===== src/rtl/axis_gen_pkg.sv =====
// Shared definitions for the AXI4-Stream test-pattern generator.
//   - pattern mode encodings
//   - FSM state enum
//   - 32-bit lane width and the LFSR feedback polynomial, plus its step function
package axis_gen_pkg;

  localparam int LANE_W = 32;

  // x^32 + x^22 + x^2 + x + 1 in right-shifting Galois form: the shifted-out
  // bit is folded back into bits 31, 21, 1 and 0.
  localparam logic [31:0] LFSR_POLY = 32'h8020_0003;

  localparam logic [1:0] MODE_COUNT = 2'd0;  // word = beat count
  localparam logic [1:0] MODE_LANE  = 2'd1;  // word = {beat[23:0], lane}
  localparam logic [1:0] MODE_LFSR  = 2'd2;  // every word = LFSR value
  localparam logic [1:0] MODE_WALK  = 2'd3;  // walking one across the beat

  typedef enum logic [1:0] {
    S_IDLE = 2'd0,
    S_SEND = 2'd1,
    S_GAP  = 2'd2
  } gen_state_e;

  function automatic logic [31:0] lfsr_next(input logic [31:0] s);
    return s[0] ? ((s >> 1) ^ LFSR_POLY) : (s >> 1);
  endfunction

endpackage


===== src/rtl/axis_gen_pattern.sv =====
// Beat-data generator. Holds the global beat count b and the LFSR and
// presents the registered beat for the current b.
// Ports:
//   clk, rst_n  clock, asynchronous active-low reset
//   load        restart: b = 0, LFSR = LFSR_SEED, data = beat 0
//   advance     step b and the LFSR, data = next beat (ignored while load)
//   mode        pattern mode used for the beat being computed
//   data        registered DATA_WIDTH beat; holds when neither load nor advance
module axis_gen_pattern
  import axis_gen_pkg::*;
#(
  parameter int          DATA_WIDTH = 256,
  parameter logic [31:0] LFSR_SEED  = 32'hACE1_0001
) (
  input  logic                  clk,
  input  logic                  rst_n,
  input  logic                  load,
  input  logic                  advance,
  input  logic [1:0]            mode,
  output logic [DATA_WIDTH-1:0] data
);

  localparam int LANES = DATA_WIDTH / LANE_W;
  localparam int IDX_W = $clog2(DATA_WIDTH);

  logic [31:0]           beat_q, beat_d;
  logic [31:0]           lfsr_q, lfsr_d;
  logic [DATA_WIDTH-1:0] data_d;
  logic [IDX_W-1:0]      walk_pos;

  always_comb begin
    beat_d = beat_q;
    lfsr_d = lfsr_q;
    if (load) begin
      beat_d = '0;
      lfsr_d = LFSR_SEED;
    end else if (advance) begin
      beat_d = beat_q + 32'd1;
      lfsr_d = lfsr_next(lfsr_q);
    end
  end

  // The beat is computed from the *next* b/LFSR so the register already
  // holds the value that belongs to the beat now being presented.
  always_comb begin
    data_d   = '0;
    walk_pos = IDX_W'(beat_d % 32'(DATA_WIDTH));
    case (mode)
      MODE_COUNT: for (int i = 0; i < LANES; i++) data_d[i*LANE_W +: LANE_W] = beat_d;
      MODE_LANE:  for (int i = 0; i < LANES; i++) data_d[i*LANE_W +: LANE_W] = {beat_d[23:0], 8'(i)};
      MODE_LFSR:  for (int i = 0; i < LANES; i++) data_d[i*LANE_W +: LANE_W] = lfsr_d;
      default:    data_d[walk_pos] = 1'b1;
    endcase
  end

  always_ff @(posedge clk or negedge rst_n) begin
    if (!rst_n) begin
      beat_q <= '0;
      lfsr_q <= LFSR_SEED;
      data   <= '0;
    end else if (load || advance) begin
      beat_q <= beat_d;
      lfsr_q <= lfsr_d;
      data   <= data_d;
    end
  end

endmodule


===== src/rtl/axis_pattern_generator.sv =====
// AXI4-Stream test-pattern source with run-time packet length, packet
// count, inter-packet gap and pattern mode, under start/abort control.
// Ports:
//   clk, rst_n       clock, asynchronous active-low reset
//   start            one-cycle pulse, accepted only in IDLE; latches config
//   abort            level; run stops at the next tlast handshake or in GAP
//   mode/pkt_len/pkt_count/gap  run configuration (pkt_len 0 = 1 beat,
//                    pkt_count 0 = continuous)
//   busy, done       run in progress / one-cycle end-of-run pulse
//   pkts_sent        packets completed this run
//   m_axis_*         stream master; tkeep constant all-ones
// Handshake: a beat transfers on a cycle where tvalid && tready. Once
// tvalid is high it stays high, with tdata/tlast unchanged, until that
// transfer happens. Every output comes from a register; tready only feeds
// next-state logic.
module axis_pattern_generator
  import axis_gen_pkg::*;
#(
  parameter int          DATA_WIDTH = 256,
  parameter int          KEEP_WIDTH = DATA_WIDTH / 8,
  parameter int          LEN_WIDTH  = 16,
  parameter int          CNT_WIDTH  = 16,
  parameter int          GAP_WIDTH  = 8,
  parameter logic [31:0] LFSR_SEED  = 32'hACE1_0001
) (
  input  logic                  clk,
  input  logic                  rst_n,
  input  logic                  start,
  input  logic                  abort,
  input  logic [1:0]            mode,
  input  logic [LEN_WIDTH-1:0]  pkt_len,
  input  logic [CNT_WIDTH-1:0]  pkt_count,
  input  logic [GAP_WIDTH-1:0]  gap,
  output logic                  busy,
  output logic                  done,
  output logic [CNT_WIDTH-1:0]  pkts_sent,
  output logic [DATA_WIDTH-1:0] m_axis_tdata,
  output logic [KEEP_WIDTH-1:0] m_axis_tkeep,
  output logic                  m_axis_tlast,
  output logic                  m_axis_tvalid,
  input  logic                  m_axis_tready
);

  gen_state_e           state_q, state_d;
  logic [1:0]           mode_q;
  logic [LEN_WIDTH-1:0] last_beat_q, beat_q, beat_nxt;
  logic [CNT_WIDTH-1:0] count_q, sent_q;
  logic [GAP_WIDTH-1:0] gap_q, gap_cnt_q;
  logic                 tlast_q, done_q;
  logic                 hs, load, run_end;

  assign hs       = (state_q == S_SEND) && m_axis_tready;
  assign load     = (state_q == S_IDLE) && start;
  assign beat_nxt = beat_q + LEN_WIDTH'(1);
  assign run_end  = ((count_q != '0) && ((sent_q + CNT_WIDTH'(1)) == count_q)) || abort;

  // State register
  always_ff @(posedge clk or negedge rst_n) begin
    if (!rst_n) state_q <= S_IDLE;
    else        state_q <= state_d;
  end

  // Next-state logic
  always_comb begin
    state_d = state_q;
    case (state_q)
      S_IDLE: if (start) state_d = S_SEND;
      S_SEND: begin
        if (hs && tlast_q) begin
          if (run_end)          state_d = S_IDLE;
          else if (gap_q != '0) state_d = S_GAP;
        end
      end
      S_GAP: begin
        if (abort)                               state_d = S_IDLE;
        else if (gap_cnt_q == GAP_WIDTH'(1))     state_d = S_SEND;
      end
      default: state_d = S_IDLE;
    endcase
  end

  // Outputs decoded from registered state
  always_comb begin
    m_axis_tvalid = (state_q == S_SEND);
    busy          = (state_q != S_IDLE);
  end

  // Counters, latched configuration and registered tlast/done
  always_ff @(posedge clk or negedge rst_n) begin
    if (!rst_n) begin
      mode_q      <= '0;
      last_beat_q <= '0;
      count_q     <= '0;
      gap_q       <= '0;
      beat_q      <= '0;
      sent_q      <= '0;
      gap_cnt_q   <= '0;
      tlast_q     <= 1'b0;
      done_q      <= 1'b0;
    end else begin
      done_q <= (state_q != S_IDLE) && (state_d == S_IDLE);
      if (load) begin
        mode_q      <= mode;
        last_beat_q <= (pkt_len == '0) ? '0 : pkt_len - LEN_WIDTH'(1);
        count_q     <= pkt_count;
        gap_q       <= gap;
        beat_q      <= '0;
        sent_q      <= '0;
        tlast_q     <= (pkt_len <= LEN_WIDTH'(1));
      end else if (hs) begin
        if (tlast_q) begin
          beat_q    <= '0;
          sent_q    <= sent_q + CNT_WIDTH'(1);
          tlast_q   <= (last_beat_q == '0);
          gap_cnt_q <= gap_q;
        end else begin
          beat_q  <= beat_nxt;
          tlast_q <= (beat_nxt == last_beat_q);
        end
      end else if (state_q == S_GAP) begin
        gap_cnt_q <= gap_cnt_q - GAP_WIDTH'(1);
      end
    end
  end

  assign done         = done_q;
  assign pkts_sent    = sent_q;
  assign m_axis_tlast = tlast_q;
  assign m_axis_tkeep = '1;

  // At start the latched mode is not yet valid, so use the live input.
  axis_gen_pattern #(
    .DATA_WIDTH (DATA_WIDTH),
    .LFSR_SEED  (LFSR_SEED)
  ) u_pattern (
    .clk     (clk),
    .rst_n   (rst_n),
    .load    (load),
    .advance (hs),
    .mode    (load ? mode : mode_q),
    .data    (m_axis_tdata)
  );

endmodule

===== config.mk =====
export PLATFORM = sky130hd
export DESIGN_NAME = axis_pattern_generator
export DESIGN_NICKNAME = d
export VERILOG_FILES = /design/src/rtl/axis_gen_pkg.sv /design/src/rtl/axis_gen_pattern.sv /design/src/rtl/axis_pattern_generator.sv
export SDC_FILE = /design/constraint.sdc
export NUM_CORES = 1
export LEC_CHECK = 0
export CORE_MARGIN = 4
export CORE_UTILIZATION = 51
export DETAILED_ROUTE_END_ITERATION = 10
export PLACE_DENSITY_LB_ADDON = 0.2
export SYNTH_ARGS = -nofsm -noshare
export SYNTH_HDL_FRONTEND = slang
export SYNTH_SLANG_ARGS = --single-unit

===== constraint.sdc =====
create_clock -name clk -period 3.9 [get_ports clk]
set_input_delay 0.78 -clock clk [delete_from_list [all_inputs] [get_ports clk]]
set_output_delay 0.78 -clock clk [all_outputs]
set_load 0.03 [all_outputs]

=== Yosys cells after proc, flatten, opt, wreduce, memory -nomap -nowiden ===
Index checks and enable logic that the tools add are counted.

* Input port bits: 47
* Flip-flop bits (word level): 406
* Output and inout bits: 308

* Mux-type cells: 29
* Equal/unequal tests: 8
* Bitwise gates (word level): 2
* Reductions and logical operators: 21
* Add/sub/neg operators: 5
* $lt $le $gt $ge: 3

{| class="wikitable"
|+ Operators by type and width
! operator !! count
|-
| case mux 256 bit (3 select lines) || 1
|-
| two-way mux 32 bit || 5
|-
| two-way mux 16 bit || 7
|-
| adder 16 x 1 -> 16 bit, second input constant || 2
|-
| adder 32 x 1 -> 32 bit, second input constant || 1
|-
| equality test 16 bit || 2
|-
| zero test 16 bit || 2
|-
| two-way mux 8 bit || 3
|-
| <= comparator 16 x 1 -> 1 bit, second input constant || 1
|-
| nonzero test 16 bit || 1
|-
| subtractor 16 x 1 -> 16 bit, second input constant || 1
|-
| two-way mux 2 bit || 7
|-
| < comparator 8 x 9 -> 1 bit, second input constant || 1
|-
| demux 1 bit (select 8 bit) || 1
|-
| equality test 8 x 1 -> 1 bit, second input constant || 1
|-
| >= comparator 8 x 1 -> 1 bit, second input constant || 1
|-
| nonzero test 2 bit || 4
|-
| nonzero test 8 bit || 1
|-
| subtractor 8 x 1 -> 8 bit, second input constant || 1
|-
| logical AND 1 bit || 6
|-
| zero test 2 bit || 3
|-
| case mux 2 bit (3 select lines) || 1
|-
| equality test 2 x 1 -> 1 bit, second input constant || 2
|-
| equality test 2 bit, second input constant || 2
|-
| other kinds (7) || 11
|}

=== Logic depth before layout (Yosys ltp) ===
* Depth after elaboration: 9
* Mapped depth: 11

=== By module ===
A second synthesis with hierarchy kept.

* Cells, all modules: 2083
* Area total of the unflattened synthesis: 19937.9 µm²

{| class="wikitable"
|+ Modules (own cells, without submodules)
! module !! cells each !! seq. area each (µm²) !! area an instance (µm²) !! instances
|-
| axis_gen_pattern || 1425 || 8018.9 || 14446.4 || 1
|-
| axis_pattern_generator || 658 || 2152.1 || 5491.5 || 1
|}

=== Least setup slack after synthesis ===
No wires, ideal clock.

* Kind: input to register
* Start: input start
* End: register u_pattern.data[123]
* Data required time: 3774 ps
* Arrival time: 2495 ps
* Path slack: 1279 ps
* Library setup time: 126 ps
* Stages: 10
* Cells stage by stage: nor3b_2 buf_4 mux2i_2 inv_2 nand3_2 nor2_1 and3_1 clkbuf_1 buf_2 a221o_1

* Word-level cells in the longest chain between the ends: 7
* Elaborated cells on any way between the ends: 14
* Classes of those cells: order compare (2); eq/ne (2); mux (6); reduce/logical (4)

{| class="wikitable"
|+ RTL lines
! what !! RTL line !! text
|-
| start, declared || axis_pattern_generator.sv:28 || <nowiki>input logic start,</nowiki>
|-
| logical AND 1 bit * || axis_pattern_generator.sv:53 || <nowiki>assign load = (state_q == S_IDLE) && start;</nowiki>
|-
| two-way mux 32 bit || axis_gen_pattern.sv:34 || <nowiki>if (load) begin</nowiki>
|-
| < comparator 8 x 9 -> 1 bit (not written as such) / >= comparator 8 x 1 -> 1 bit (equally long branches) || axis_gen_pattern.sv:52 || <nowiki>default: data_d[walk_pos] = 1'b1;</nowiki>
|-
| logical AND 1 bit (not written as such) || axis_gen_pattern.sv:52 ||
|-
| two-way mux 1 bit (not written as such) || axis_gen_pattern.sv:52 ||
|-
| demux 1 bit (select 8 bit) || -- ||
|-
| case mux 256 bit (3 select lines) || axis_gen_pattern.sv:48 || <nowiki>case (mode)</nowiki>
|-
| end signal, assigned || axis_gen_pattern.sv:64 || <nowiki>data <= data_d;</nowiki>
|-
| end, declared || axis_gen_pattern.sv:20 || <nowiki>output logic [DATA_WIDTH-1:0] data</nowiki>
|}

Every way passes the cells marked *; elsewhere a longest branch is shown, timed or not.
A chain may end at the register's enable or synchronous reset.

=== Worst setup path in the final report ===
* Start: input start
* End: register u_pattern.data[22]

The elaborated chain is that of the path after synthesis.

==> results.ini <==
[cts]
clock-sinks=406
cts_made_buffers=44
cts_buffer_depth=3
post_cts_buffers=0
htree_num_levels=2
root_buffer=clkbuf_16
cts_resized=0
clkTransAtPathRegs_ns=0.06
cts_tree=done
hold_buffers=0
clkLatencyLatePin_ns=0.56

[finish]
syn_to_final_growth_pct=28.6
fin_nets=2354
layout_commonest_cell=dfrtp_1
final_area_um2=24700
drive_gt1_share_pct=9.98
utilization_pct=66.9
multi_input_area_um2=8360
mostFrequentLayoutCells=dfrtp_1, clkdlybuf4s50_1, nor2_1, nand2_1, a21oi_1
n_antenna_cell=0
regArea_um2=10200
nFillCells=2898

[synth]
synth_fa_ha_area_share_pct=0.522
synth_xor_area_share_pct=3.50
synth_warnings=0
synth_compound_area_share_pct=19.7
avgSynthCellArea_um2=9.83
yosys.area_share.simple_pct=18.6
yosysSeqAreaShare_pct=53.0
syn_inst=1952
synth_top_family_by_area=compound AO/OA/AOI/OAI gates
synth_cell_types=97
netlist_area_um2=19200
ys_ff_latch=406
synth_edf_count=0
muxShareOfSynthArea_pct=0.554
synth_ff_type=dfrtp_1
async_flop_share_pct=100

[detailed_routing]
drt_first_pass_iters=5
ant_nets=0
via_count=17000
drtIter0Drc=1744
drt-total-wl_mm=60.8
drc_errors=0
viasPerCell=5.97
avgRoutedWirePerCell_um=21.4

[timing]
setup_viol=0
final.setup_skew_ns=0.0210
finalHoldViolCount=0
fmax_mhz=314
grt_setup_unrepaired=no
worst_pin_slew_ns=0.999
finalCriticalPeriod_ns=3.18
slew_headroom_pct=33.4
tns_ns=0
drv_slew=0
period_share_pct=81.6
whs_ns=0.243

[pwr]
ir_drop_mv=0.404
p_total_mw=14.6
cellLeakagePower_nw=10.6
powerDensity_nw_per_um2=591

[setup_path]
critPathMaxFanout=10
endpoint_kind=flip-flop
crit_arrival_ns=3.67
setup.worst_path.start_class=primary input
required_ns=4.39
worstSetupPathType=primary input to flip-flop

[status]
status=finished, final reports clean

[grt]
grt_pass1_vias=17000
antenna_found_initial=0
overflow=0
grt_max_degree=108
track_usage_pct=29.1
grt_pass1_wl_mm=96.3

[die]
io_pins=355
die-area_um2=40800
die_h_um=202
coreArea_um2=36900
die_w_um=202
start_util_pct=52.0
rows=70

[placed_design]
port_buffers=322
dp.final_hpwl_mm=42.7
place.gp.congestion=0.952
placedInstanceArea_um2=23200

[run]
max_cap_viol_count=0

[min_path]
hold_class=primary input to asynchronous set/reset pin

[routing by layer]
layer / GRT usage (%) / part of all wire (%) / vias up / routed length [µm]
met5: 0 / 0 / - / 0
met4: 8.69 / 3.0 / 0 / 1840
met3: 7.16 / 8.9 / 133 / 5420
met2: 45.3 / 46 / 768 / 27800
met1: 40.8 / 42 / 8432 / 25700
li1: - / - / 7627 / -
[cell families after synthesis]
family                   after synthesis
multiplexers                          10
buffers and inverters                158
adder cells (fa/ha/maj)                8
flip-flops                           406
AO/OA/AOI/OAI                        528
other                                  1
XOR/XNOR                              75
AND/OR/NAND/NOR                      766
[worst paths after layout]
path | startpoint | endpoint | slack (ns) | depth (start not counted)
min reg2reg | u_pattern.data[102] | u_pattern.data[102] | 0.49 | 1
max reg2reg | u_pattern.beat_q[0] | u_pattern.data[142] | 0.82 | 9
max in group asynchronous | rst_n | u_pattern.data[106] | 2.55 | 2
max | start | u_pattern.data[22] | 0.72 | 7
min in group clk | u_pattern.data[102] | u_pattern.data[102] | 0.49 | 1
min | rst_n | count_q[8] | 0.24 | 1
[where the power goes]
| part | total, mW | switching, mW | internal [mW] |
|---|---|---|---|
| Clock | 4.18 | 1.70 | 2.47 |
| Sequential | 5.68 | 0.661 | 5.02 |
| Combinational | 4.71 | 2.84 | 1.87 |
| Total | 14.6 | 5.20 | 9.37 |
[critical path, stage by stage]
cell	delay, ns
clkdlybuf4s50_1	0.56
nor3b_4	0.37
mux2i_2	0.35
buf_4	0.24
nand2_1	0.24
o221ai_1	0.85
o22a_1	0.27
[sequential cells by signal (all words and copies together) (netlist names)]
signal and count:
u_pattern.data 256, u_pattern.beat_q 32, u_pattern.lfsr_q 32, beat_q 16, count_q 16, last_beat_q 16, pkts_sent 16, gap_cnt_q 8
gap_q 8, mode_q 2, state_q 2, done 1, m_axis_tlast 1
[stage by stage]
step	std cells	worst slack, ns
after floorplan	1983	1.28
after global placement	2757	0.275
after detailed placement	2757	0.224
after CTS	2839	0.767
after global routing	2839	0.502
final	2839	0.717
[Yosys cell counts (13+ instances only)]
library cell  instances  area, µm²
buf_4                39        293
o21ai_0              93        465
o22a_1              100        876
nand2b_1             13       81.3
dfrtp_1             397       9930
inv_1                14       52.6
buf_2                33        165
nor4_1               18        113
nor3_1               21        105
a21oi_1             117        586
and3_1               21        131
o21a_1               22        165
a221o_1              51        510
nand2_1             265        995
o211ai_1             18        135
and2_1               13       81.3
a22o_1               28        245
nand4_1              24        150
nand3_1              43        215
nor2_1              271       1020
clkbuf_1             60        225
xnor2_1              41        359
o21ai_1              14       70.1
xor2_1               33        289
[cell type report]
type	count	area share (%)
Clock buffer	66	5.33
Sequential cell	406	41.2
Timing Repair Buffer	410	16.1
Clock inverter	16	0.613
Inverter	18	0.284
Multi-Input combinational cell	1419	33.9
Tap cell	504	2.56
No activity file was read; power rests on OpenSTA's default activity.
